[config.mk]
export PLATFORM = sky130hd
export DESIGN_NAME = branch_sequencer
export DESIGN_NICKNAME = d
export VERILOG_FILES = /design/src/rtl/branch_sequencer_pkg.sv /design/src/rtl/branch_sequencer_cond_eval.sv /design/src/rtl/branch_sequencer.sv
export SDC_FILE = /design/constraint.sdc
export NUM_CORES = 1
export LEC_CHECK = 0
export CAP_MARGIN = 20
export CORE_ASPECT_RATIO = 0.8
export CORE_MARGIN = 1.5
export CORE_UTILIZATION = 42
export CTS_CLUSTER_SIZE = 14
export DETAILED_ROUTE_END_ITERATION = 10
export HOLD_SLACK_MARGIN = 0.05
export PLACE_DENSITY = 0.85
export SYNTH_ARGS = -nofsm -noshare
export SYNTH_HDL_FRONTEND = slang
export SYNTH_HIERARCHICAL = 1
export SYNTH_SLANG_ARGS = --single-unit
[constraint.sdc]
create_clock -name clock -period 3.57 [get_ports clock]
set_input_delay 0.5355 -clock clock [delete_from_list [all_inputs] [get_ports clock]]
set_output_delay 0.5355 -clock clock [all_outputs]
set_load 0.005 [all_outputs]
[src/rtl/branch_sequencer_pkg.sv]
// branch_sequencer_pkg: shared definitions for the multi-cycle branch unit.
//   - cw_t: 33-bit control word; field order fixes the bit positions (MSB first)
//   - CW_NOP: idle control word
//   - pc_fs / alu_fs encodings, opcode class patterns, FSM state and cond codes
//   - decode_cls(): maps opcode bits I[31:21] to a branch class
package branch_sequencer_pkg;

  localparam int CW_W = 33;

  // Bit positions inside cw[32:0]:
  // alu_en 32 | alu_bs 31 | alu_fs 30:26 | rf_b_en 25 | rf_sa 24:20 | rf_sb 19:15
  // rf_da 14:10 | rf_w 9 | ram_en 8 | ram_w 7 | pc_en 6 | pc_fs 5:4 | pc_is 3
  // status_ld 2 | next_state 1:0
  typedef struct packed {
    logic       alu_en;
    logic       alu_bs;
    logic [4:0] alu_fs;
    logic       rf_b_en;
    logic [4:0] rf_sa;
    logic [4:0] rf_sb;
    logic [4:0] rf_da;
    logic       rf_w;
    logic       ram_en;
    logic       ram_w;
    logic       pc_en;
    logic [1:0] pc_fs;
    logic       pc_is;
    logic       status_ld;
    logic [1:0] next_state;
  } cw_t;

  localparam logic [4:0] ALU_FS_NOP    = 5'b11111;
  localparam logic [4:0] ALU_FS_ADD_ZB = 5'b01010;  // A + 0: passes Rt so Zalu reflects it

  localparam logic [1:0] PC_FS_HOLD = 2'b00;
  localparam logic [1:0] PC_FS_INC  = 2'b01;
  localparam logic [1:0] PC_FS_REL  = 2'b10;
  localparam logic [1:0] PC_FS_LOAD = 2'b11;

  localparam cw_t CW_NOP = '{alu_fs: ALU_FS_NOP, rf_sb: 5'd31, default: '0};

  localparam logic [5:0]  OP_B     = 6'b000101;
  localparam logic [5:0]  OP_BL    = 6'b100101;
  localparam logic [7:0]  OP_CBZ   = 8'b10110100;
  localparam logic [7:0]  OP_CBNZ  = 8'b10110101;
  localparam logic [7:0]  OP_BCOND = 8'b01010100;
  localparam logic [10:0] OP_BR    = 11'b11010110000;

  typedef enum logic [2:0] {
    CLS_NONE, CLS_B, CLS_BL, CLS_CBZ, CLS_CBNZ, CLS_BCOND, CLS_BR
  } br_cls_t;

  localparam logic [2:0] ST_IDLE = 3'd0;
  localparam logic [2:0] ST_LINK = 3'd1;
  localparam logic [2:0] ST_TEST = 3'd2;
  localparam logic [2:0] ST_TAKE = 3'd3;
  localparam logic [2:0] ST_SKIP = 3'd4;

  localparam logic [3:0] COND_EQ = 4'h0, COND_NE = 4'h1, COND_HS = 4'h2, COND_LO = 4'h3;
  localparam logic [3:0] COND_MI = 4'h4, COND_PL = 4'h5, COND_VS = 4'h6, COND_VC = 4'h7;
  localparam logic [3:0] COND_HI = 4'h8, COND_LS = 4'h9, COND_GE = 4'hA, COND_LT = 4'hB;
  localparam logic [3:0] COND_GT = 4'hC, COND_LE = 4'hD, COND_AL = 4'hE, COND_NV = 4'hF;

  function automatic br_cls_t decode_cls(input logic [10:0] op);
    br_cls_t c;
    c = CLS_NONE;
    if (op == OP_BR)               c = CLS_BR;
    else if (op[10:3] == OP_CBZ)   c = CLS_CBZ;
    else if (op[10:3] == OP_CBNZ)  c = CLS_CBNZ;
    else if (op[10:3] == OP_BCOND) c = CLS_BCOND;
    else if (op[10:5] == OP_B)     c = CLS_B;
    else if (op[10:5] == OP_BL)    c = CLS_BL;
    return c;
  endfunction

endpackage

[src/rtl/branch_sequencer_cond_eval.sv]
// branch_cond_eval: combinational B.cond evaluator.
//   cond   - condition code I[3:0]
//   flags  - {V,C,N,Z}
//   result - 1 when the condition holds
module branch_cond_eval
  import branch_sequencer_pkg::*;
(
  input  logic [3:0] cond,
  input  logic [3:0] flags,
  output logic       result
);
  logic v, c, n, z;
  assign {v, c, n, z} = flags;

  always_comb begin
    result = 1'b1;
    case (cond)
      COND_EQ: result = z;
      COND_NE: result = ~z;
      COND_HS: result = c;
      COND_LO: result = ~c;
      COND_MI: result = n;
      COND_PL: result = ~n;
      COND_VS: result = v;
      COND_VC: result = ~v;
      COND_HI: result = c & ~z;
      COND_LS: result = ~(c & ~z);
      COND_GE: result = (n == v);
      COND_LT: result = (n != v);
      COND_GT: result = ~z & (n == v);
      COND_LE: result = ~(~z & (n == v));
      default: result = 1'b1;  // AL / NV
    endcase
  end
endmodule

[src/rtl/branch_sequencer.sv]
// branch_sequencer: multi-cycle branch unit (B, BL, CBZ, CBNZ, B.cond, BR).
//   clock/reset  - rising-edge clock, async active-high reset
//   start, I     - instruction request, accepted only while ready
//   status       - {V,C,N,Z,Zalu}; Zalu is this cycle's ALU zero
//   ready        - FSM idle
//   cw, K        - control word and byte branch offset for the current step
//   done, taken  - PC-update cycle and whether the PC was redirected
//   illegal      - pulse one cycle after start with a non-branch opcode
//   taken_count  - saturating count of taken branches
module branch_sequencer
  import branch_sequencer_pkg::*;
#(
  parameter int DATA_WIDTH = 64,
  parameter int LINK_REG   = 30,
  parameter int CNT_WIDTH  = 16
) (
  input  logic                  clock,
  input  logic                  reset,
  input  logic                  start,
  input  logic [31:0]           I,
  input  logic [4:0]            status,
  output logic                  ready,
  output logic [CW_W-1:0]       cw,
  output logic [DATA_WIDTH-1:0] K,
  output logic                  done,
  output logic                  taken,
  output logic                  illegal,
  output logic [CNT_WIDTH-1:0]  taken_count
);
  logic [2:0]           state_q, state_d;
  logic [31:0]          ir_q;
  logic [3:0]           flags_q;
  logic                 illegal_q;
  logic [CNT_WIDTH-1:0] cnt_q;
  br_cls_t              cls_in, cls_q;
  logic                 idle, accept, cond_true, cbx_take;
  logic [3:0]           cond_sel, flags_sel;
  cw_t                  cw_c;

  assign idle   = (state_q == ST_IDLE);
  assign cls_in = decode_cls(I[31:21]);
  assign cls_q  = decode_cls(ir_q[31:21]);
  assign accept = idle & start & (cls_in != CLS_NONE);

  // B.cond is resolved at accept time from the live flags (the same value that
  // is captured into flags_q). Once a sequence is running the evaluator looks at
  // the captured operands, so cond_true stays tied to the accepted instruction.
  assign cond_sel  = idle ? I[3:0]      : ir_q[3:0];
  assign flags_sel = idle ? status[4:1] : flags_q;

  branch_cond_eval u_cond (
    .cond   (cond_sel),
    .flags  (flags_sel),
    .result (cond_true)
  );

  assign cbx_take = (cls_q == CLS_CBZ) ? status[0] : ~status[0];

  always_comb begin
    state_d = state_q;
    case (state_q)
      ST_IDLE:
        if (accept) begin
          case (cls_in)
            CLS_BL:            state_d = ST_LINK;
            CLS_CBZ, CLS_CBNZ: state_d = ST_TEST;
            CLS_BCOND:         state_d = cond_true ? ST_TAKE : ST_SKIP;
            default:           state_d = ST_TAKE;
          endcase
        end
      ST_LINK: state_d = ST_TAKE;
      ST_TEST: state_d = cbx_take ? ST_TAKE : ST_SKIP;
      default: state_d = ST_IDLE;
    endcase
  end

  always_ff @(posedge clock or posedge reset) begin
    if (reset) begin
      state_q   <= ST_IDLE;
      ir_q      <= '0;
      flags_q   <= '0;
      illegal_q <= 1'b0;
      cnt_q     <= '0;
    end else begin
      state_q   <= state_d;
      illegal_q <= idle & start & (cls_in == CLS_NONE);
      if (accept) begin
        ir_q    <= I;
        flags_q <= status[4:1];
      end
      if (state_q == ST_TAKE && !(&cnt_q)) cnt_q <= cnt_q + CNT_WIDTH'(1);
    end
  end

  always_comb begin
    cw_c = CW_NOP;
    case (state_q)
      ST_LINK: begin
        cw_c       = '0;
        cw_c.pc_en = 1'b1;  // PC+4 onto the bus for the link write
        cw_c.rf_da = 5'(LINK_REG);
        cw_c.rf_w  = 1'b1;
      end
      ST_TEST: begin
        cw_c        = '0;
        cw_c.rf_sa  = ir_q[4:0];
        cw_c.alu_fs = ALU_FS_ADD_ZB;
      end
      ST_TAKE: begin
        cw_c = '0;
        if (cls_q == CLS_BR) begin
          cw_c.rf_sb   = ir_q[9:5];
          cw_c.rf_b_en = 1'b1;
          cw_c.pc_fs   = PC_FS_LOAD;
        end else begin
          cw_c.pc_fs = PC_FS_REL;
          cw_c.pc_is = 1'b1;
        end
      end
      ST_SKIP: begin
        cw_c       = '0;
        cw_c.pc_fs = PC_FS_INC;
      end
      default: cw_c = CW_NOP;
    endcase
  end

  always_comb begin
    K = '0;
    if (!idle) begin
      case (cls_q)
        CLS_B, CLS_BL:
          K = {{(DATA_WIDTH-28){ir_q[25]}}, ir_q[25:0], 2'b00};
        CLS_CBZ, CLS_CBNZ, CLS_BCOND:
          K = {{(DATA_WIDTH-21){ir_q[23]}}, ir_q[23:5], 2'b00};
        default: K = '0;
      endcase
    end
  end

  assign cw          = cw_c;
  assign ready       = idle;
  assign done        = (state_q == ST_TAKE) || (state_q == ST_SKIP);
  assign taken       = (state_q == ST_TAKE);
  assign illegal     = illegal_q;
  assign taken_count = cnt_q;
endmodule

# Word-level counts from Yosys, hierarchy flattened
# Cells that the tools add are included.
[classes]
n_reduce_logical = 11
bitwise_logic = 12
eq_ne = 42
n_mux = 28
addsub = 1
[op_table]
columns = ["op", "count"]
rows = [
  ["64-bit case mux with 2 select lines", 1],
  ["31-bit case mux with 4 select lines", 1],
  ["64-bit 2-to-1 mux", 1],
  ["3-bit 2-to-1 mux", 11],
  ["8-bit == test (second input constant)", 4],
  ["4-bit == test (second input constant)", 6],
  ["11-bit == test (second input constant)", 2],
  ["3-bit by 2-bit == test with 1-bit output (second input constant)", 6],
  ["3-bit == test (second input constant)", 6],
  ["3-bit case mux with 3 select lines", 2],
  ["16-bit by 1-bit adder with 16-bit output (second input constant)", 1],
  ["4-bit by 3-bit == test with 1-bit output (second input constant)", 4],
  ["8-bit by 7-bit == test with 1-bit output (second input constant)", 2],
  ["16-bit AND reduction", 1],
  ["1-bit case mux with 14 select lines", 1],
  ["6-bit by 3-bit == test with 1-bit output (second input constant)", 2],
  ["6-bit == test (second input constant)", 2],
  ["4-bit by 2-bit == test with 1-bit output (second input constant)", 2],
  ["2-bit 2-to-1 mux", 4],
  ["4-bit 2-to-1 mux", 2],
  ["1-bit NOT", 7],
  ["3-bit by 1-bit == test with 1-bit output (second input constant)", 2],
  ["3-bit zero test", 2],
  ["1-bit AND", 5],
  ["13 further kinds", 17],
]
[word_totals]
reg_bits = 56
out_inout_bits = 117
input_bits = 40
elab_cells = 99

# Longest topological paths before layout
[logic_depth]
ltp_word = 12
mapped_depth = 14

# Hierarchy
# Netlist, hierarchy kept.
[modules_own_cells]
columns = ["mod", "instances", "seq_area_each_um2", "area_per_inst_um2", "cells_each"]
rows = [
  ["branch_sequencer", 1, 1401.3, 3335.7, 319],
  ["branch_cond_eval", 1, 0.0, 177.7, 24],
]

# Least setup slack after synthesis
# No wires, ideal clock.
[synth_path]
kind = "register to output"
start = "register state_q[2]"
end = "output K[28]"
slack_ns = 0.577
path_stages_with_launch = 9
t_required_ns = 3.034
arrival_ns = 2.458
cell_sequence = "dfrtp_1 > buf_2 > nor3_1 > nand2b_1 > nor4b_2 > clkbuf_1 > nand2_1 > nand2_1 > buf_4"
[synth_via]
elab_chain_cells = 2
[synth_rtl]
columns = ["item", "line", "source"]
rows = [
  ["start, declared", "branch_sequencer.sv:30", "logic [2:0] state_q, state_d;"],
  ["start signal, assigned", "branch_sequencer.sv:85", "state_q <= state_d;"],
  ["3-bit zero test", "branch_sequencer.sv:40", "assign idle = (state_q == ST_IDLE);"],
  ["64-bit 2-to-1 mux", "branch_sequencer.sv:130", "if (!idle) begin"],
  ["end, declared", "branch_sequencer.sv:24", "output logic [DATA_WIDTH-1:0] K,"],
]
# No other way between the ends.

# Final worst setup path
[layout_path]
start = "register ir_q[28]"
end = "output cw[16]"
[layout_via]
elab_chain_cells = 10
elab_cells_between_ends = 15
cone_classes = "eq/ne (7); mux (8)"
[layout_rtl]
columns = ["item", "line", "source"]
rows = [
  ["start, declared", "branch_sequencer.sv:31", "logic [31:0] ir_q;"],
  ["start signal, assigned", "branch_sequencer.sv:80", "ir_q <= '0;"],
  ["start signal, assigned", "branch_sequencer.sv:88", "ir_q <= I;"],
  ["6-bit == test", "branch_sequencer_pkg.sv:72", "else if (op[10:5] == OP_BL) c = CLS_BL;"],
  ["2-bit 2-to-1 mux", "branch_sequencer_pkg.sv:72", ""],
  ["2-bit 2-to-1 mux", "branch_sequencer_pkg.sv:71", "else if (op[10:5] == OP_B) c = CLS_B;"],
  ["3-bit 2-to-1 mux", "branch_sequencer_pkg.sv:70", "else if (op[10:3] == OP_BCOND) c = CLS_BCOND;"],
  ["3-bit 2-to-1 mux", "branch_sequencer_pkg.sv:69", "else if (op[10:3] == OP_CBNZ) c = CLS_CBNZ;"],
  ["3-bit 2-to-1 mux", "branch_sequencer_pkg.sv:68", "else if (op[10:3] == OP_CBZ) c = CLS_CBZ;"],
  ["3-bit 2-to-1 mux (*)", "branch_sequencer_pkg.sv:67", "if (op == OP_BR) c = CLS_BR;"],
  ["3-bit == test (*)", "branch_sequencer.sv:111", "if (cls_q == CLS_BR) begin"],
  ["5-bit 2-to-1 mux (*)", "branch_sequencer.sv:111", ""],
  ["31-bit case mux with 4 select lines (*)", "branch_sequencer.sv:97", "case (state_q)"],
  ["end, declared", "branch_sequencer.sv:23", "output logic [CW_W-1:0] cw,"],
]
# Mark *: on every way between the ends. The rest lies on a longest branch, timed or not.

==> flow_metrics.py <==
metrics = {
    "final_layout": {
        "drive_gt1_frac": 0.147,
        "antenna_cells": 0,
        "finish.net_count": 490,
        "nFillCells": 660,
        "layout-area-overhead-vs-synth_pct": 38.6,
    },
    "power_and_ir_drop": {
        "cellLeakagePower_nw": 2.11,
        "power_density_mw_per_mm2": 582,
        "max-vdd-ir-drop_uv": 415,
    },
    "timing": {
        "worst_slew_margin_rel": 0.455,
        "timing.final.hold_violations": 0,
        "transition_time_at_the_pin_with_the_least_slew_margin_ns": 0.816,
        "fin_crit_ns": 3.44,
        "timing.final.max_slew_violations": 0,
        "tns_ns": 0,
        "timing.clock.skew_ns": 0.00667,
        "final.period_utilization": 0.963,
        "setup_viol_count_final": 0,
        "fmax_ghz": 0.291,
        "rsz0062_at_grt": "no",
        "finalWorstSetupSlack_ns": 0.133,
    },
    "global_route": {
        "grt_first_pass_wirelength_mm": 13.7,
        "global_route_congestion_overflow_total": 0,
        "grt_most_used_layer": "met2",
        "grt_start_max_net_pins": 38,
        "grt_antenna_before_repair": 0,
        "grt_usage": 0.195,
        "first_global_vias": 2674,
        "grt_met1_usage": 0.254,
        "met2_use_gr": 0.330,
        "groute.layer.met3.usage": 0.0303,
    },
    "clock_network": {
        "clock_tree.htree_level_count": 2,
        "clk_path_buf_depth": 2,
        "clk-insertion-delay-late_ns": 0.32,
        "number_of_resized_instances_in_the_post_cts_repair_step": 0,
        "post-cts-setup-buffers": 0,
        "clockRootBuffer": "clkbuf_8",
        "tritoncts": "yes",
        "clkSinkCount": 56,
        "clkTransAtPathRegs_ns": 0.11,
        "cts-buffers-inserted": 5,
        "ctsHoldBuffers": 0,
    },
    "worst_setup_path": {
        "arrival_ns": 2.90,
        "worstSetupEndpointType": "output port",
        "critPathLaunchType": "flip-flop",
        "crit_start": "ir_q[28]",
        "worstReg2RegStart": "state_q[2]",
        "worst_path_maximum_fanout": 6,
        "worst-setup-path-type": "flip-flop to output port",
        "critical_path_required_ns": 3.03,
    },
    "logic_synthesis": {
        "syn-cell-area_mm2": 0.00351,
        "yosysWarnings": 6,
        "synth_top_cell_by_area": "dfrtp_1",
        "synth-main-ff-cell": "dfrtp_1",
        "postSynthCellCount": 343,
        "synth_commonest_cells": "56 x dfrtp_1, 54 x buf_4, 38 x mux2_2",
        "number_of_enable_type_register_cells_in_the_synthesized_netlist": 0,
        "synth.avg_cell_area_um2": 10.2,
        "synth_area_leaders": "dfrtp_1 40%, mux2_2 12%, buf_4 12%",
        "synth.top_cell.area_share": 0.399,
        "synth-async-reset-ratio": 1.00,
        "synthDistinctLibCells": 54,
        "yosys_register_bits": 56,
        "yosysSeqAreaShare": 0.399,
        "post-synth-top-count-cell": "dfrtp_1",
    },
    "status": {
        "outcome": "complete, no violations",
    },
    "placement": {
        "post-place-ws_ns": 0.494,
        "port_buffers": 146,
        "gpl.final_weighted_congestion": 0.855,
        "detailedPlacementHpwl_mm": 6.78,
    },
    "drt": {
        "drt-pass1-iter-count": 4,
        "residual_drc": 0,
        "route.antenna.remaining_nets": 0,
        "post_drt_via_cell_ratio": 5.21,
        "route.detailed.wl_per_inst_um": 15.7,
        "totalWireLength_mm": 8.76,
        "drt_iter0_markers": 165,
        "routed-via-count": 2905,
    },
    "worst_hold_path": {
        "min_path_type": "flip-flop to flip-flop",
        "hold_path_startpoint": "taken_count[15]",
    },
    "die": {
        "num_io_pins": 157,
        "die_height_um": 84.8,
        "floorplan.die_area_mm2": 0.00893,
        "rows": 29,
        "initial_core_util": 0.438,
        "die-width_um": 105,
        "core_region_area_mm2": 0.00802,
    },
    "job": {
        "cap_violations": 0,
    },
}
## per-stage QoR
stage / total power (W) / hold WS (ns) / instances / utilization / instance area [µm²]
floorplan: 0.00182 / 0.441 / 352 / - / 3550
global placement: 0.00235 / 0.458 / 550 / 0.593 / 4750
detailed placement: 0.00240 / 0.479 / 550 / 0.593 / 4750
CTS: 0.00284 / 0.505 / 558 / 0.607 / 4870
global route: 0.00300 / 0.528 / 558 / 0.607 / 4870
finish: 0.00283 / 0.508 / 558 / 0.607 / 4870
## metal layers
metal,wire (µm),vias up
li1,-,1363
met1,3760,1376
met2,4140,152
met3,696,14
met4,170,0
met5,0,-
## cells by family (layout without fill, tap and decap cells)
| logic type | Yosys count | after routing | share of synthesized area |
|---|---|---|---|
| other cells | 1 | 10 | 0.00107 |
| mux | 43 | 43 | 0.142 |
| fa+ha+maj | 1 | 1 | 0.00356 |
| compound gates | 49 | 49 | 0.107 |
| flops | 56 | 56 | 0.399 |
| xor+xnor | 16 | 16 | 0.0399 |
| buf+inv | 74 | 172 | 0.145 |
| simple gates | 103 | 103 | 0.163 |
## final timing paths
kind / to / slack [ns] / depth (start not counted)
hold reg to reg: taken_count[15] / 0.51 / 1
min in group asynchronous: taken_count[4] / 0.60 / 2
setup reg to reg: state_q[1] / 0.41 / 12
hold / removal: taken_count[15] / 0.51 / 1
setup / recovery: cw[16] / 0.13 / 7
max in group asynchronous: ir_q[30] / 2.31 / 3
## sequential cells by signal, indices dropped and copies added, names as in the netlist
signal and cells:
flags_q 4, illegal 1, ir_q 32, state_q 3, taken_count 16
## cell usage in the layout (no fill, tap or decap), types with 5 or more instances in the layout
| cell type | n |
|---|---|
| and2_1 | 6 |
| inv_1 | 8 |
| buf_4 | 7 |
| mux2_2 | 38 |
| conb_1 | 10 |
| a21oi_1 | 8 |
| a21o_1 | 6 |
| xor2_1 | 10 |
| dfrtp_1 | 56 |
| clkbuf_8 | 5 |
| nor3_1 | 5 |
| nor2_1 | 17 |
| nand2_1 | 28 |
| clkdlybuf4s50_1 | 146 |
| a22o_1 | 18 |
| nand2b_1 | 6 |
| nand3_1 | 8 |
| xnor2_1 | 6 |
## power breakdown
part / internal (W) / total [W] / switching (W)
combinational: 0.000818 / 0.00137 / 0.000557
clock: 0.000212 / 0.000428 / 0.000217
sequential: 0.000826 / 0.00103 / 0.000205
## final cells by class
| class | instances | area [µm²] | share of cell area |
|---|---|---|---|
| multi-input cells | 222 | 1650 | 0.338 |
| clock buffers | 5 | 68.8 | 0.0141 |
| flip-flops and latches | 56 | 1400 | 0.288 |
| clock inverters | 3 | 46.3 | 0.00951 |
| repair buffers | 154 | 1530 | 0.315 |
| well taps | 108 | 135 | 0.0277 |
| inverters | 10 | 37.5 | 0.00771 |
## critical path, stage by stage (launching register included)
cell and delay (ns):
dfrtp_1 0.46, nor4bb_1 0.35, nand4_1 0.26, nor3b_1 0.47
nand2_1 0.19, inv_1 0.19, a21o_1 0.14, clkdlybuf4s50_1 0.51
No activity file was read; power rests on OpenSTA's default activity.
